**src/rtl/in_port_intr_ctrl_pkg.sv**
```systemverilog
// Shared types and constants for the input-port / interrupt feeder.
package in_port_intr_ctrl_pkg;

  localparam int unsigned PORT_W = 8;

  typedef enum logic [1:0] {
    ST_IDLE   = 2'd0,
    ST_ASSERT = 2'd1,
    ST_HOLD   = 2'd2,
    ST_GAP    = 2'd3
  } state_e;

  function automatic int unsigned max3(input int unsigned a, input int unsigned b,
                                       input int unsigned c);
    int unsigned m;
    m = (a > b) ? a : b;
    return (m > c) ? m : c;
  endfunction

endpackage

```
**src/rtl/in_port_intr_ctrl_if.sv**
```systemverilog
// Producer-side valid/ready byte stream into the feeder.
interface in_port_intr_ctrl_if;
  import in_port_intr_ctrl_pkg::*;

  logic              s_valid;
  logic [PORT_W-1:0] s_data;
  logic              s_ready;

  modport master (output s_valid, output s_data, input s_ready);
  modport slave  (input s_valid, input s_data, output s_ready);
endinterface

```
**src/rtl/in_port_intr_ctrl_sync_fifo.sv**
```systemverilog
// Synchronous FIFO with extra-MSB pointers, registered level and combinational head.
module sync_fifo #(
  parameter int unsigned WIDTH = 8,
  parameter int unsigned DEPTH = 4
) (
  input  logic                     clk,
  input  logic                     rst,
  input  logic                     push_i,
  input  logic [WIDTH-1:0]         push_data_i,
  input  logic                     pop_i,
  output logic [WIDTH-1:0]         head_o,
  output logic                     full_o,
  output logic                     empty_o,
  output logic [$clog2(DEPTH):0]   level_o
);

  localparam int unsigned AW = $clog2(DEPTH);
  localparam logic [AW:0] PTR_ONE = (AW+1)'(1);

  logic [WIDTH-1:0] mem_q [DEPTH];
  logic [AW:0]      wptr_q;
  logic [AW:0]      rptr_q;
  logic [AW:0]      level_q;
  logic             do_push;
  logic             do_pop;

  assign full_o  = (wptr_q[AW] != rptr_q[AW]) && (wptr_q[AW-1:0] == rptr_q[AW-1:0]);
  assign empty_o = (wptr_q == rptr_q);
  assign do_push = push_i && !full_o;
  assign do_pop  = pop_i && !empty_o;
  assign head_o  = mem_q[rptr_q[AW-1:0]];
  assign level_o = level_q;

  always_ff @(posedge clk) begin
    if (do_push) mem_q[wptr_q[AW-1:0]] <= push_data_i;
  end

  always_ff @(posedge clk) begin
    if (rst) begin
      wptr_q  <= '0;
      rptr_q  <= '0;
      level_q <= '0;
    end else begin
      if (do_push) wptr_q <= wptr_q + PTR_ONE;
      if (do_pop)  rptr_q <= rptr_q + PTR_ONE;
      case ({do_push, do_pop})
        2'b10:   level_q <= level_q + PTR_ONE;
        2'b01:   level_q <= level_q - PTR_ONE;
        default: level_q <= level_q;
      endcase
    end
  end

endmodule

```
**src/rtl/in_port_intr_ctrl.sv**
```systemverilog
// Feeds buffered bytes to the core's input port, one interrupt pulse per byte,
// holding each byte stable through the ISR window before popping it.
module in_port_intr_ctrl
  import in_port_intr_ctrl_pkg::*;
#(
  parameter int unsigned DEPTH       = 4,
  parameter int unsigned INT_PULSE   = 2,
  parameter int unsigned HOLD_CYCLES = 4,
  parameter int unsigned GAP_CYCLES  = 1
) (
  input  logic                   clk,
  input  logic                   rst,
  input  logic                   en,
  in_port_intr_ctrl_if.slave     s,
  output logic [PORT_W-1:0]      in_port,
  output logic                   intr,
  output logic                   busy,
  output logic [$clog2(DEPTH):0] level
);

  localparam int unsigned CNT_MAX = max3(INT_PULSE, HOLD_CYCLES, GAP_CYCLES);
  localparam int unsigned CNT_W   = (CNT_MAX > 1) ? $clog2(CNT_MAX) : 1;
  localparam logic [CNT_W-1:0] CNT_ONE = CNT_W'(1);
  localparam logic [CNT_W-1:0] INT_LD  = CNT_W'(INT_PULSE - 1);
  localparam logic [CNT_W-1:0] HOLD_LD = CNT_W'(HOLD_CYCLES - 1);
  // Guarded so a zero gap never evaluates a negative reload value.
  localparam logic [CNT_W-1:0] GAP_LD  = (GAP_CYCLES == 0) ? '0 : CNT_W'(GAP_CYCLES - 1);

  state_e            state_q;
  logic [CNT_W-1:0]  cnt_q;
  logic              intr_q;
  logic [PORT_W-1:0] in_port_q;

  logic [PORT_W-1:0] fifo_head;
  logic              fifo_full;
  logic              fifo_empty;
  logic              fifo_push;
  logic              fifo_pop;

  assign s.s_ready = !fifo_full;
  assign fifo_push = s.s_valid && !fifo_full;
  assign fifo_pop  = (state_q == ST_HOLD) && (cnt_q == '0);

  sync_fifo #(
    .WIDTH (PORT_W),
    .DEPTH (DEPTH)
  ) u_fifo (
    .clk         (clk),
    .rst         (rst),
    .push_i      (fifo_push),
    .push_data_i (s.s_data),
    .pop_i       (fifo_pop),
    .head_o      (fifo_head),
    .full_o      (fifo_full),
    .empty_o     (fifo_empty),
    .level_o     (level)
  );

  always_ff @(posedge clk) begin
    if (rst) begin
      state_q   <= ST_IDLE;
      cnt_q     <= '0;
      intr_q    <= 1'b0;
      in_port_q <= '0;
    end else begin
      case (state_q)
        ST_IDLE: begin
          if (en && !fifo_empty) begin
            in_port_q <= fifo_head;
            intr_q    <= 1'b1;
            cnt_q     <= INT_LD;
            state_q   <= ST_ASSERT;
          end
        end
        ST_ASSERT: begin
          if (cnt_q == '0) begin
            intr_q  <= 1'b0;
            cnt_q   <= HOLD_LD;
            state_q <= ST_HOLD;
          end else begin
            cnt_q <= cnt_q - CNT_ONE;
          end
        end
        ST_HOLD: begin
          if (cnt_q == '0) begin
            if (GAP_CYCLES == 0) begin
              state_q <= ST_IDLE;
            end else begin
              cnt_q   <= GAP_LD;
              state_q <= ST_GAP;
            end
          end else begin
            cnt_q <= cnt_q - CNT_ONE;
          end
        end
        ST_GAP: begin
          if (cnt_q == '0) state_q <= ST_IDLE;
          else             cnt_q   <= cnt_q - CNT_ONE;
        end
      endcase
    end
  end

  assign in_port = in_port_q;
  assign intr    = intr_q;
  assign busy    = (state_q != ST_IDLE);

endmodule

```
**src/flat_wrapper.sv**
```systemverilog
// flat-port wrapper written by rule: the top's interface ports become plain ports
module in_port_intr_ctrl_flat import in_port_intr_ctrl_pkg::*;
#(
  parameter int unsigned DEPTH       = 4,
  parameter int unsigned INT_PULSE   = 2,
  parameter int unsigned HOLD_CYCLES = 4,
  parameter int unsigned GAP_CYCLES  = 1
)
  (clk, rst, en, in_port, intr, busy, level, s_s_valid, s_s_data, s_s_ready);
  in_port_intr_ctrl_if s_i ();
  input  logic clk;
  input  logic rst;
  input  logic en;
  output logic [PORT_W-1:0] in_port;
  output logic intr;
  output logic busy;
  output logic [$clog2(DEPTH):0] level;
  input wire logic [$bits(s_i.s_valid)-1:0] s_s_valid;
  input wire logic [$bits(s_i.s_data)-1:0] s_s_data;
  output wire logic [$bits(s_i.s_ready)-1:0] s_s_ready;
  assign s_i.s_valid = s_s_valid;
  assign s_i.s_data = s_s_data;
  assign s_s_ready = s_i.s_ready;
  in_port_intr_ctrl #(.DEPTH(DEPTH), .INT_PULSE(INT_PULSE), .HOLD_CYCLES(HOLD_CYCLES), .GAP_CYCLES(GAP_CYCLES)) u_core (.clk(clk), .rst(rst), .en(en), .s(s_i), .in_port(in_port), .intr(intr), .busy(busy), .level(level));
endmodule
```
**config.mk**
```make
export PLATFORM = sky130hd
export DESIGN_NAME = in_port_intr_ctrl_flat
export DESIGN_NICKNAME = d
export VERILOG_FILES = /design/src/rtl/in_port_intr_ctrl_pkg.sv /design/src/rtl/in_port_intr_ctrl_if.sv /design/src/rtl/in_port_intr_ctrl_sync_fifo.sv /design/src/rtl/in_port_intr_ctrl.sv /design/src/flat_wrapper.sv
export SDC_FILE = /design/constraint.sdc
export NUM_CORES = 1
export LEC_CHECK = 0
export ABC_AREA = 1
export CORE_MARGIN = 1.5
export CORE_UTILIZATION = 55
export DETAILED_ROUTE_END_ITERATION = 10
export PLACE_DENSITY = 0.78
export SYNTH_ARGS = -nofsm -noshare
export SYNTH_HDL_FRONTEND = slang
export SYNTH_SLANG_ARGS = --single-unit
```
**constraint.sdc**
```tcl
create_clock -name clk -period 2.6 [get_ports clk]
set_input_delay 0.26 -clock clk [delete_from_list [all_inputs] [get_ports clk]]
set_output_delay 0.26 -clock clk [all_outputs]
set_load 0.03 [all_outputs]
```
Yosys cells after proc, flatten, opt, wreduce, memory -nomap -nowiden --
Memory sizes are Yosys's and may differ from the RTL's. A register that Yosys moved wholly into a read port is not among the register bits. Cells that the tools add are included.
Cells by class: add/sub/neg operators 5, multiplexer cells 15, reduce and logical (&&, ||, !) cells 17, equal/unequal tests 13
Operator list (count):
- case mux 2 bit (4 select lines) | 2
- 2-to-1 mux 2 bit | 7
- adder 3 x 1 -> 3 bit (second input constant) | 3
- == test 2 bit (second input constant) | 3
- logical AND 1 bit | 6
- != test 2 x 1 -> 1 bit (second input constant) | 3
- case mux 3 bit (2 select lines) | 1
- nonzero test 2 bit | 3
- == test 2 x 1 -> 1 bit (second input constant) | 2
- logical NOT 2 bit | 2
- 2-to-1 mux 1 bit | 4
- != test 2 bit (second input constant) | 2
- AND reduction 2 bit | 2
- AND reduction 4 bit | 1
- == test 3 bit | 1
- AND reduction 3 bit | 1
- subtractor 3 x 1 -> 3 bit (second input constant) | 1
- == test 2 bit | 1
- logical NOT 1 bit | 2
- case mux 1 bit (2 select lines) | 1
- subtractor 2 x 1 -> 2 bit (second input constant) | 1
- != test 1 bit | 1
Word-level totals: logic and storage cells 57, memory bits (writable) 32, memories 1, input port bits 12, flip-flop bits (word level) 14, output and inout port bits 14
Memories:
- u_core.u_fifo.mem_q | words 4, bits a word 8, read ports 1, clocked after memory_dff 1, write ports 1, line in_port_intr_ctrl_sync_fifo.sv:20 | logic [WIDTH-1:0] mem_q [DEPTH];

Longest topological paths before layout --
depth after elaboration 7, mapped depth 13, mapped depth without buffers 12

By module --
Synthesis repeated with hierarchy kept, for this count alone.
Second synthesis, totals: cell total of the unflattened synthesis 273, area, all modules 2575.0 um^2
Modules (own cells, without submodules):
- sync_fifo | cells each 170, instances 1, area each 1824.2 um^2, seq. area each 1181.1 um^2
- in_port_intr_ctrl | cells each 103, instances 1, area each 750.7 um^2, seq. area each 260.2 um^2

Least setup slack after synthesis --
No wires, ideal clock.
path kind register to register, start point reg u_core.u_fifo.rptr_q[1], end point reg u_core.u_fifo.level_q[2], in the netlist u_core.u_fifo.level_o[2], period minus slack after synthesis 2.222 ns, cell stages (with the launch flop) 12, required time 2.466 ns, arrival time 2.088 ns, setup slack 0.378 ns, library setup time 0.134 ns, buffers on the path 1, cell sequence dfxtp_1 -> buf_6 -> inv_8 -> nand2_2 -> nand2_1 -> nand3b_1 -> nand2_4 -> ha_1 -> fa_1 -> o21a_1 -> o21ai_0 -> a21oi_1
Between the ends: word-level cells in the longest chain between the ends 7, elaborated cells on any way between the ends 12, those cells by class 4 x eq/ne; 1 x mux; 7 x reduce/logical
Ends and longest elaborated chain:
- from (decl) | line in_port_intr_ctrl_sync_fifo.sv:22 | logic [AW:0] rptr_q;
- from (signal assigned) | line in_port_intr_ctrl_sync_fifo.sv:45 | if (do_pop) rptr_q <= rptr_q + PTR_ONE;
- == test 2 bit (*) | line in_port_intr_ctrl_sync_fifo.sv:27 | assign full_o = (wptr_q[AW] != rptr_q[AW]) && (wptr_q[AW-1:0] == rptr_q[AW-1:0]);
- logical AND 1 bit (*) | line in_port_intr_ctrl_sync_fifo.sv:27
- logical NOT 1 bit (*)
- named net s_s_ready | line flat_wrapper.sv:20 | output wire logic [$bits(s_i.s_ready)-1:0] s_s_ready;
- logical AND 1 bit | line in_port_intr_ctrl.sv:41 | assign fifo_push = s.s_valid && !fifo_full;
- logical AND 1 bit (*) | line in_port_intr_ctrl_sync_fifo.sv:29 | assign do_push = push_i && !full_o;
- == test 2 x 1 -> 1 bit or == test 2 bit (tied branches) | line in_port_intr_ctrl_sync_fifo.sv:46 | case ({do_push, do_pop})
- case mux 3 bit (2 select lines) or nonzero test 2 bit (tied branches)
- to (signal assigned) | line in_port_intr_ctrl_sync_fifo.sv:47 | 2'b10: level_q <= level_q + PTR_ONE;
- to (signal assigned) | line in_port_intr_ctrl_sync_fifo.sv:48 | 2'b01: level_q <= level_q - PTR_ONE;
- to (signal assigned) | line in_port_intr_ctrl_sync_fifo.sv:49 | default: level_q <= level_q;
- to (decl) | line in_port_intr_ctrl_sync_fifo.sv:23 | logic [AW:0] level_q;
Mark *: on every way through the listed nets, which the timed path passes. The rest lies on a longest branch. A chain may end at the register's enable or synchronous reset.

Final worst setup path --
start point reg u_core.u_fifo.rptr_q[1], end point reg u_core.u_fifo.level_q[2], in the netlist u_core.u_fifo.level_o[2]
Between the ends: elaborated cells on any way between the ends 12, those cells by class 4 x eq/ne; 1 x mux; 7 x reduce/logical
RTL lines:
- == test 3 bit (*) | line in_port_intr_ctrl_sync_fifo.sv:28 | assign empty_o = (wptr_q == rptr_q);
- logical NOT 1 bit (*) | line in_port_intr_ctrl_sync_fifo.sv:30 | assign do_pop = pop_i && !empty_o;
- logical AND 1 bit (*) | line in_port_intr_ctrl_sync_fifo.sv:30
- named net u_core.u_fifo.do_pop | line in_port_intr_ctrl_sync_fifo.sv:25 | logic do_pop;
- == test 2 x 1 -> 1 bit or == test 2 bit (tied branches) | line in_port_intr_ctrl_sync_fifo.sv:46
- case mux 3 bit (2 select lines) or nonzero test 2 bit (tied branches)
Marked as above.

==> results.py <==
metrics = {
    "status": {
        "outcome": "finished, final reports clean",
    },
    "yosys": {
        "synth_area_leaders": "edfxtp_1 40%, dfxtp_1 18%, ha_1 7.2%",
        "synth_top_area_share_pct": 39.65,
        "ys_seq_area_share_pct": 57.82,
        "syn_area_per_cell_um2": 10.31,
        "netlist-cell-type-count": 30,
        "synth_seq_cells": 54,
        "netlist_instances": 235,
        "synth_area_mm2": 0.002424,
        "synth_largest_area_cell": "edfxtp_1",
        "ys_warn_count": 0,
        "synth_fp_nets": 262,
    },
    "clock_network": {
        "ctsHoldBuffers": 0,
        "cts.repair.resized": 0,
        "cts_max_path_buffers": 2,
        "clock-sinks": 54,
        "postCtsSetupBuffers": 0,
        "cts_tree": "built",
        "htree_levels": 2,
        "path_clk_slew_ps": 90,
        "root_buffer": "clkbuf_8",
        "cts_buffers": 5,
        "clk_latency_ps": 310,
    },
    "worst_hold_path": {
        "worstHoldPathType": "reg2reg",
    },
    "sta": {
        "rsz0062_at_grt": "false",
        "relSlewSlack_pct": 67.04,
        "tightest_slew_ps": 493.9,
        "timing.final.crit_period_ps": 2310,
        "fmax_ghz": 0.4329,
        "timing.final.crit_share_pct": 88.84,
        "finalHoldViolCount": 0,
        "finalSetupViolations": 0,
        "finalSetupTns_ps": 0,
        "fin_hold_ws_ps": 452.4,
        "finClkSkew_ps": 4.734,
        "slew_viol_final": 0,
    },
    "die": {
        "rows": 23,
        "pin_count": 26,
        "die-area_mm2": 0.004814,
        "placeableCoreArea_mm2": 0.004115,
        "dieWidth_um": 69.38,
        "die_h_um": 69.38,
        "initial_utilization_pct": 58.89,
    },
    "setup_path": {
        "slowest_delay_ps": 390,
        "slowest_stage": "fa_1",
        "path_max_fanout": 10,
        "critical_path.cell_chain": "buf_4 -> inv_8 -> nand2_2 -> nand2_1 -> nand3_2 -> nand3_2 -> inv_1 -> ha_1 -> fa_1 -> a21oi_1 -> o21a_1 -> o21ai_0 -> a21oi_1",
        "crit_path_start_kind": "flop",
        "critPathArrivalTime_ps": 2550,
        "end_kind": "flop",
        "critPathKind": "reg2reg",
        "critical_path_required_ps": 2840,
    },
    "placed_design": {
        "place.gp.congestion": 0.8080,
        "port_buffers": 25,
        "dp_hpwl_um": 2966,
    },
    "drt": {
        "wl_per_cell_um": 13.15,
        "routed_via_density": 5.201,
        "drc": 0,
        "drt_iter0_drc": 85,
        "totalWireLength_um": 4195,
        "vias": 1659,
        "drt_pass1_iterations": 4,
        "ant_nets": 0,
    },
    "global_route": {
        "antenna_found_initial": 0,
        "grt_pass1_vias": 1634,
        "track_usage_pct": 19.71,
        "overflow": 0,
        "grt_pass1_wl_um": 7424,
        "grt_max_degree": 20,
    },
    "layout": {
        "fillers": 332,
        "area_growth_pct": 17.76,
        "drive_above_1_share_pct": 9.294,
        "final_cell_mix": "37 x nand2_1, 32 x edfxtp_1, 28 x nor2_1, 25 x o21ai_0, 25 x clkdlybuf4s50_1",
        "fin_nets": 295,
        "final_common_cell": "nand2_1",
        "antenna-diode-count": 0,
    },
    "run": {
        "cap_viol_max_count": 0,
    },
    "power_and_ir_drop": {
        "p_leak_uw": 0.001113,
        "power_density_mw_per_mm2": 822.9,
        "ir_drop_mv": 0.3646,
        "power.total_uw": 2348,
    },
}
==> registers in the layout (all words and copies together) (netlist names) <==
signal / flops
u_core.u_fifo.level_o: 3
u_core.intr: 1
u_core.cnt_q: 2
u_core.u_fifo.wptr_q: 3
u_core.u_fifo.rptr_q: 3
u_core.state_q: 2
u_core.in_port: 8
u_core.u_fifo.mem_q: 32
==> path summary, 6_finish.rpt <==
| kind | startpoint | endpoint | cells after the start | slack (ps) |
|---|---|---|---|---|
| worst max-delay path | u_core.u_fifo.rptr_q[1] | u_core.u_fifo.level_o[2] | 13 | 290 |
| worst min-delay path | u_core.u_fifo.level_o[2] | u_core.u_fifo.level_o[2] | 1 | 450 |
| worst max register to register | u_core.u_fifo.rptr_q[1] | u_core.u_fifo.level_o[2] | 13 | 290 |
| worst min register to register | u_core.u_fifo.level_o[2] | u_core.u_fifo.level_o[2] | 1 | 450 |
==> metrics by stage <==
step,cell area [um2],worst slack [ps],cells,util [%]
floorplan,2424,378.0,235,-
global placement,2743,415.5,311,66.65
detailed placement,2743,310.0,311,66.65
CTS,2854,290.3,319,69.35
global route,2854,22.72,319,69.35
finish,2854,290.3,319,69.35
==> layout make-up <==
| class | instances | area, um2 | area share [%] |
|---|---|---|---|
| clock buffer | 6 | 72.57 | 2.543 |
| clock inverter | 2 | 38.79 | 1.359 |
| inverter | 22 | 91.34 | 3.200 |
| multi-input combinational | 154 | 892.1 | 31.26 |
| sequential | 54 | 1401 | 49.10 |
| tap | 50 | 62.56 | 2.192 |
| timing repair buffer | 31 | 295.3 | 10.35 |
==> routing by layer <==
metal  global-route usage [%]  share of wire (%)  up-vias
li1                         -                  -      869
met1                    25.75                 47      756
met2                    32.05                 48       28
met3                    4.506                3.1        6
met4                    7.625                2.1        0
met5                        0                  0        -
==> synth_stat cells <==
| master | n |
|---|---|
| a21oi_1 | 19 |
| nand3_4 | 1 |
| o21a_1 | 1 |
| inv_8 | 1 |
| buf_2 | 1 |
| dfxtp_1 | 22 |
| nand3b_1 | 1 |
| nor3_1 | 1 |
| nand2_4 | 2 |
| edfxtp_1 | 32 |
| xnor2_2 | 1 |
| o21bai_1 | 2 |
| ha_1 | 14 |
| nor2_1 | 28 |
| clkinv_2 | 1 |
| inv_1 | 20 |
| fa_1 | 1 |
| nand2_2 | 3 |
| o21ai_0 | 25 |
| nand3_2 | 2 |
| and3_1 | 1 |
| buf_4 | 1 |
| nand2_1 | 37 |
| nor2_4 | 1 |
| clkbuf_1 | 1 |
| xor2_1 | 1 |
| nand4_1 | 1 |
| nand3_1 | 4 |
| buf_6 | 2 |
| o22ai_1 | 8 |
==> critical path, delay by kind of cell, from the launching register on <==
kind | cells | cell delay, ps
and+or+nand+nor | 4 | 430
buffers and inverters | 3 | 350
AOI/OAI and AO/OA | 4 | 460
adders and majority gates | 2 | 620
DFF | 1 | 380
==> where the power goes <==
group / internal (uW) / switching, uW / total (uW)
logic: 289 / 458 / 747
clock network: 289 / 258 / 547
registers: 998 / 57.7 / 1060
total: 1580 / 773 / 2350
==> kinds of logic after synthesis <==
| logic type | Yosys count | share of synthesized area [%] |
|---|---|---|
| compound gates | 55 | 12.08 |
| simple gates | 82 | 15.64 |
| xor+xnor | 2 | 1.033 |
| fa+ha+maj | 15 | 8.054 |
| buf+inv | 27 | 5.369 |
| flops | 54 | 57.82 |
Power figures use the tool's default switching activity.
